**src/rtl/simd_result_loader.sv**
```systemverilog
// Captures per-lane streaming-op results and, once every lane in the requested mask holds a result,
// writes them lowest lane first into the SIMD regfile, one per accepted handshake.
module simd_result_loader #(
  parameter int  NUM_LANES  = 32,
  parameter int  LANE_WIDTH = 32,
  parameter int  REG_ADDR_W = 5,
  localparam int IDX_W      = (NUM_LANES > 1) ? $clog2(NUM_LANES) : 1
) (
  input  logic                            clk,
  input  logic                            reset_poweron,
  input  logic [NUM_LANES-1:0]            lane_result_valid,
  input  logic [NUM_LANES*LANE_WIDTH-1:0] lane_result,
  input  logic                            cfg_valid,
  output logic                            cfg_ready,
  input  logic [REG_ADDR_W-1:0]           cfg_dest_reg,
  input  logic [NUM_LANES-1:0]            cfg_lane_mask,
  output logic                            rf_wr_valid,
  input  logic                            rf_wr_ready,
  output logic [IDX_W-1:0]                rf_wr_lane,
  output logic [REG_ADDR_W-1:0]           rf_wr_addr,
  output logic [LANE_WIDTH-1:0]           rf_wr_data,
  output logic                            load_done,
  output logic                            busy,
  output logic                            overrun_err
);

  typedef enum logic [1:0] {
    IDLE    = 2'd0,
    COLLECT = 2'd1,
    WRITE   = 2'd2,
    DONE    = 2'd3
  } state_e;

  state_e                  state_q, state_d;
  logic [NUM_LANES-1:0]    mask_q, mask_d;
  logic [REG_ADDR_W-1:0]   dest_q, dest_d;
  logic [IDX_W-1:0]        ptr_q, ptr_d;

  logic [NUM_LANES-1:0]    vld_q, vld_d;
  logic [NUM_LANES-1:0]    vld_kept;
  logic                    overrun_q, overrun_d;
  logic [LANE_WIDTH-1:0]   data_q [NUM_LANES];
  logic [LANE_WIDTH-1:0]   data_d [NUM_LANES];

  logic [IDX_W:0]          first_hit;
  logic [IDX_W:0]          next_hit;

  // Returns {found, index} of the lowest set bit of m at or above position start.
  function automatic logic [IDX_W:0] first_set(input logic [NUM_LANES-1:0] m, input int start);
    logic [IDX_W:0] r;
    r = '0;
    for (int i = NUM_LANES - 1; i >= 0; i--) begin
      if (m[i] && (i >= start)) r = {1'b1, IDX_W'(i)};
    end
    return r;
  endfunction

  assign first_hit = first_set(mask_q, 0);
  assign next_hit  = first_set(mask_q, int'(ptr_q) + 1);

  // ---------------------------------------------------------------------------
  // FSM: state register
  // ---------------------------------------------------------------------------
  // NOTE: sequential state is updated with <= only so every flop samples pre-edge values.
  always_ff @(posedge clk) begin
    if (reset_poweron) begin
      state_q <= IDLE;
      mask_q  <= '0;
      dest_q  <= '0;
      ptr_q   <= '0;
    end else begin
      state_q <= state_d;
      mask_q  <= mask_d;
      dest_q  <= dest_d;
      ptr_q   <= ptr_d;
    end
  end

  // ---------------------------------------------------------------------------
  // FSM: next-state logic
  // ---------------------------------------------------------------------------
  // NOTE: every target gets a default before the case so no path leaves it unassigned (no latch).
  always_comb begin
    state_d = state_q;
    mask_d  = mask_q;
    dest_d  = dest_q;
    ptr_d   = ptr_q;
    unique case (state_q)
      IDLE: begin
        if (cfg_valid) begin
          mask_d  = cfg_lane_mask;
          dest_d  = cfg_dest_reg;
          state_d = COLLECT;
        end
      end
      COLLECT: begin
        if (mask_q == '0) begin
          state_d = DONE;
        end else if ((vld_q & mask_q) == mask_q) begin
          state_d = WRITE;
          ptr_d   = first_hit[IDX_W-1:0];
        end
      end
      WRITE: begin
        // Advance to the next masked lane in the accepting cycle so writes stream without bubbles.
        if (rf_wr_ready) begin
          if (next_hit[IDX_W]) ptr_d = next_hit[IDX_W-1:0];
          else                 state_d = DONE;
        end
      end
      DONE: begin
        state_d = IDLE;
      end
      default: begin
        state_d = IDLE;
      end
    endcase
  end

  // ---------------------------------------------------------------------------
  // FSM: outputs
  // ---------------------------------------------------------------------------
  always_comb begin
    cfg_ready   = (state_q == IDLE);
    busy        = (state_q != IDLE);
    rf_wr_valid = (state_q == WRITE);
    load_done   = (state_q == DONE);
  end

  // Data is read live from the capture array so a late overwrite of a pending lane is delivered.
  assign rf_wr_lane  = ptr_q;
  assign rf_wr_addr  = dest_q;
  assign rf_wr_data  = data_q[ptr_q];
  assign overrun_err = overrun_q;

  // ---------------------------------------------------------------------------
  // Result capture: runs in every state
  // ---------------------------------------------------------------------------
  always_comb begin
    // Clearing the finished lanes happens before the set, so a strobe in DONE re-arms its lane.
    vld_kept  = (state_q == DONE) ? (vld_q & ~mask_q) : vld_q;
    vld_d     = vld_kept | lane_result_valid;
    overrun_d = overrun_q | (|(lane_result_valid & vld_kept));
    for (int i = 0; i < NUM_LANES; i++) begin
      data_d[i] = lane_result_valid[i] ? lane_result[i*LANE_WIDTH +: LANE_WIDTH] : data_q[i];
    end
  end

  // NOTE: the capture array is flop-based and is reset because rf_wr_data must read 0 out of reset.
  always_ff @(posedge clk) begin
    if (reset_poweron) begin
      vld_q     <= '0;
      overrun_q <= 1'b0;
      for (int i = 0; i < NUM_LANES; i++) data_q[i] <= '0;
    end else begin
      vld_q     <= vld_d;
      overrun_q <= overrun_d;
      for (int i = 0; i < NUM_LANES; i++) data_q[i] <= data_d[i];
    end
  end

endmodule

```
**config.mk**
```make
export PLATFORM = sky130hd
export DESIGN_NAME = simd_result_loader
export DESIGN_NICKNAME = d
export VERILOG_FILES = /design/src/rtl/simd_result_loader.sv
export SDC_FILE = /design/constraint.sdc
export NUM_CORES = 2
export LEC_CHECK = 0
export ABC_CLOCK_PERIOD_IN_PS = 11300
export CORE_AREA = 2 2 451 453
export DETAILED_ROUTE_END_ITERATION = 12
export DIE_AREA = 0 0 453 455
export PLACE_DENSITY_LB_ADDON = 0.15
export SYNTH_ARGS = -nofsm -noshare
export SYNTH_HDL_FRONTEND = slang
export SYNTH_SLANG_ARGS = --single-unit
```
**constraint.sdc**
```tcl
create_clock -name clk -period 11.3 [get_ports clk]
set_clock_uncertainty 0.2 [all_clocks]
set_input_delay 3.39 -clock clk [delete_from_list [all_inputs] [get_ports clk]]
set_output_delay 3.39 -clock clk [all_outputs]
set_load 0.1 [all_outputs]
```
==> results.tsv <==
metric	value	unit
synth_cell_type_count	85	
grt_max_degree	129	
slew_headroom	2.88	%
worstPathMaxFanout	60	
path_clk_slew	0.07	ns
place.gp.congestion	1.04	
syn-num-nets	4462	
finalMaxSlewViolations	0	
synthArstFlopShare	0	%
cp_num_cells	5	
setup_tns	0	ns
vias	37600	
ant_nets	0	
p_leak	24.4	nW
tightest_slew	1.45	ns
crit_path_max_incr_delay	1.22	ns
crit_buf_inv	2	
drtPass1Iterations	5	
drive_above_1_share	14.9	%
critPathCapture	rf_wr_data[8]	
fin_crit	8.63	ns
cts-buffers-inserted	138	
rows	165	
synthFlopType	edfxtp_1	
hold_slack	0.255	ns
syn_to_final_growth	37.1	%
numPortBuffers	1143	
crit_family	buffers and inverters	
reg2regPathDepth	11	
grt_pass1_vias	36200	
grtUsageTotal	29.2	%
synth-edff-count	1024	
yosys_warnings	0	
avgSynthCellArea	15.2	um^2
drt-initial-drc-count	5145	
fin_crit_sh	76.4	%
finalHoldViolCount	0	
drc	0	
place_inst	7011	
cts_tree	yes	
die_y	455	um
slowest_stage	clkdlybuf4s50_1	
io_pins	1144	
fmax	116	MHz
antenna_found_initial	135	
cts_root_buffer	clkbuf_16	
timing.rr.start	rf_wr_lane[1]	
crit_chain	buf_12 -> mux4_2 -> mux4_2 -> mux2_2 -> clkdlybuf4s50_1	
finalNonFillerCells	7307	
synth_area_leaders	edfxtp_1, mux4_2, and2_1, nor2b_1, dfxtp_1	
crit_type	flip-flop to output pin	
syn_inst	3358	
core-area	201000	um^2
die-area	206000	um^2
wirelength	311	mm
power	13.5	mW
wire_per_inst	42.5	um
crit_path_end_kind	output pin	
synth_seq_area_share	63.5	%
nNetsFinal	5583	
cts_hold_buf	0	
rsz0062_at_grt	false	
postCtsSetupBuffers	0	
arrival	5.04	ns
hp-class	flip-flop to flip-flop	
start_util	25.3	%
netlist_area	51000	um^2
cts_max_path_buffers	3	
die_w	453	um
synth_top_cell_by_area	edfxtp_1	
ir_drop	0.167	mV
p_per_area	193	nW/um^2
synth_seq_cells	1106	
drv_cap	0	
finalSetupViolCount	0	
rrSetupSlack	6.90	ns
path_common_cell	mux4_2	
grt_overflow_total	0	
cts_sinks	1106	
synth_top_area_share	60.3	%
start_kind	flip-flop	
postCtsResizedCells	0	
via_per_inst	5.14	
place_hpwl	244	mm
grt_pass1_wl	387	mm
cts_max_level	4	
cp.required	7.71	ns
clk_latency	0.80	ns
status	completed	
final cells by class:
| cell class | instances | area [um^2] |
|---|---|---|
| Fill cell | 19500 | 131000 |
| Inverter | 34 | 128 |
| Sequential cell | 1106 | 32400 |
| Tap cell | 2672 | 3340 |
| Clock buffer | 176 | 3650 |
| Antenna cell | 46 | 115 |
| Timing Repair Buffer | 1209 | 12000 |
| Clock inverter | 74 | 642 |
| Multi-Input combinational cell | 1990 | 17600 |
how the worst min path moves through the flow:
stage / start / endpoint / slack (ns) / depth (start not counted)
3_5_place_dp: rf_wr_addr[0] / rf_wr_addr[0] / 0.25 / 2
2_1_floorplan: mask_q[7] / mask_q[7] / 0.27 / 2
3_3_place_gp: rf_wr_addr[0] / rf_wr_addr[0] / 0.24 / 2
6_report: rf_wr_addr[1] / rf_wr_addr[1] / 0.26 / 2
4_1_cts: rf_wr_addr[0] / rf_wr_addr[0] / 0.25 / 2
5_1_grt: rf_wr_addr[1] / rf_wr_addr[1] / 0.30 / 2
synthesized netlist by cell type, types with 4 or more instances:
cell type	instances
nand3_1	11
clkbuf_1	179
and4_1	4
a31oi_1	7
nor2b_1	474
nor3_1	9
nor2_1	100
and2_1	579
edfxtp_1	1024
nand4_1	8
and3_1	5
nand2_1	104
a21oi_1	69
buf_1	30
ha_1	7
mux2_2	32
a21o_1	4
o21ai_0	21
o22ai_1	13
buf_2	11
nand2b_1	11
o211ai_1	11
inv_1	32
a2111oi_0	6
o21ai_1	4
a22oi_1	17
a221oi_1	8
dfxtp_1	82
a211oi_1	11
o21a_1	4
nor4_1	12
buf_4	5
or2_2	34
a21boi_0	32
mux4_2	320
cells in the final DEF (no fill, tap or decap), drive strengths merged, types with 6 or more instances in the layout:
| cell | instances |
|---|---|
| or2 | 35 |
| clkbuf | 176 |
| buf | 67 |
| o22ai | 13 |
| clkinv | 55 |
| nor2b | 474 |
| nand4 | 8 |
| edfxtp | 1024 |
| diode | 46 |
| a21boi | 34 |
| mux2 | 32 |
| o21ai | 26 |
| nand2 | 105 |
| a221oi | 8 |
| inv | 44 |
| a21oi | 71 |
| and2 | 580 |
| nor2 | 100 |
| a2111oi | 6 |
| bufinv | 7 |
| a31oi | 8 |
| ha | 7 |
| nand3 | 13 |
| a22oi | 17 |
| dfxtp | 82 |
| o211ai | 11 |
| nor3 | 10 |
| clkdlybuf4s50 | 1142 |
| mux4 | 320 |
| a211oi | 11 |
| nor4 | 12 |
| nand2b | 11 |
flip-flops by register name (all words and copies together), names as in the netlist, named ones only:
register	flops
data_q	1024
overrun_err	1
vld_q	32
rf_wr_lane	5
rf_wr_addr	5
state_q	2
mask_q	32
logic make-up (layout without fill, tap and decap cells):
group           Yosys count  count (layout)  share of synthesized area (%)
buf+inv                 262            1493                           2.04
simple gates           1372            1372                           15.9
mux                     352             352                           14.8
fa+ha+maj                 7               7                          0.172
xor+xnor                  2               2                         0.0343
compound gates          257             257                           3.49
flops                  1106            1106                           63.5
other cells               0              46                              0
stage by stage:
| step | util, % | worst slack [ns] | area [um^2] |
|---|---|---|---|
| 2_1_floorplan | - | 4.99 | 51000 |
| 3_3_place_gp | 32.6 | 3.48 | 65500 |
| 3_5_place_dp | 32.6 | 3.39 | 65500 |
| 4_1_cts | 34.7 | 2.51 | 69800 |
| 5_1_grt | 34.7 | 2.44 | 69900 |
| 6_report | 34.7 | 2.67 | 69900 |
tightest hold or removal path: cells and delay by family (launching register included):
kind	cells	cell delay [ns]
AO/OA/AOI/OAI	1	0.05
flip-flops	1	0.31
AND/OR/NAND/NOR	1	0.05
report_power, final:
group	switching, mW	internal (mW)	total (mW)	leakage, nW
combinational	2.28	1.46	3.74	10.7
clock	1.91	2.46	4.37	2.10
sequential	0.480	4.89	5.37	11.6
metal layers:
layer	vias to the layer above	part of all wire (%)	GRT usage (%)
met5	-	0.11	0
met4	54	4.0	11.8
met3	451	9.3	7.77
met2	2345	44	43.2
met1	19900	42	40.5
li1	14800	-	-
(Power assumes the default switching activity.)
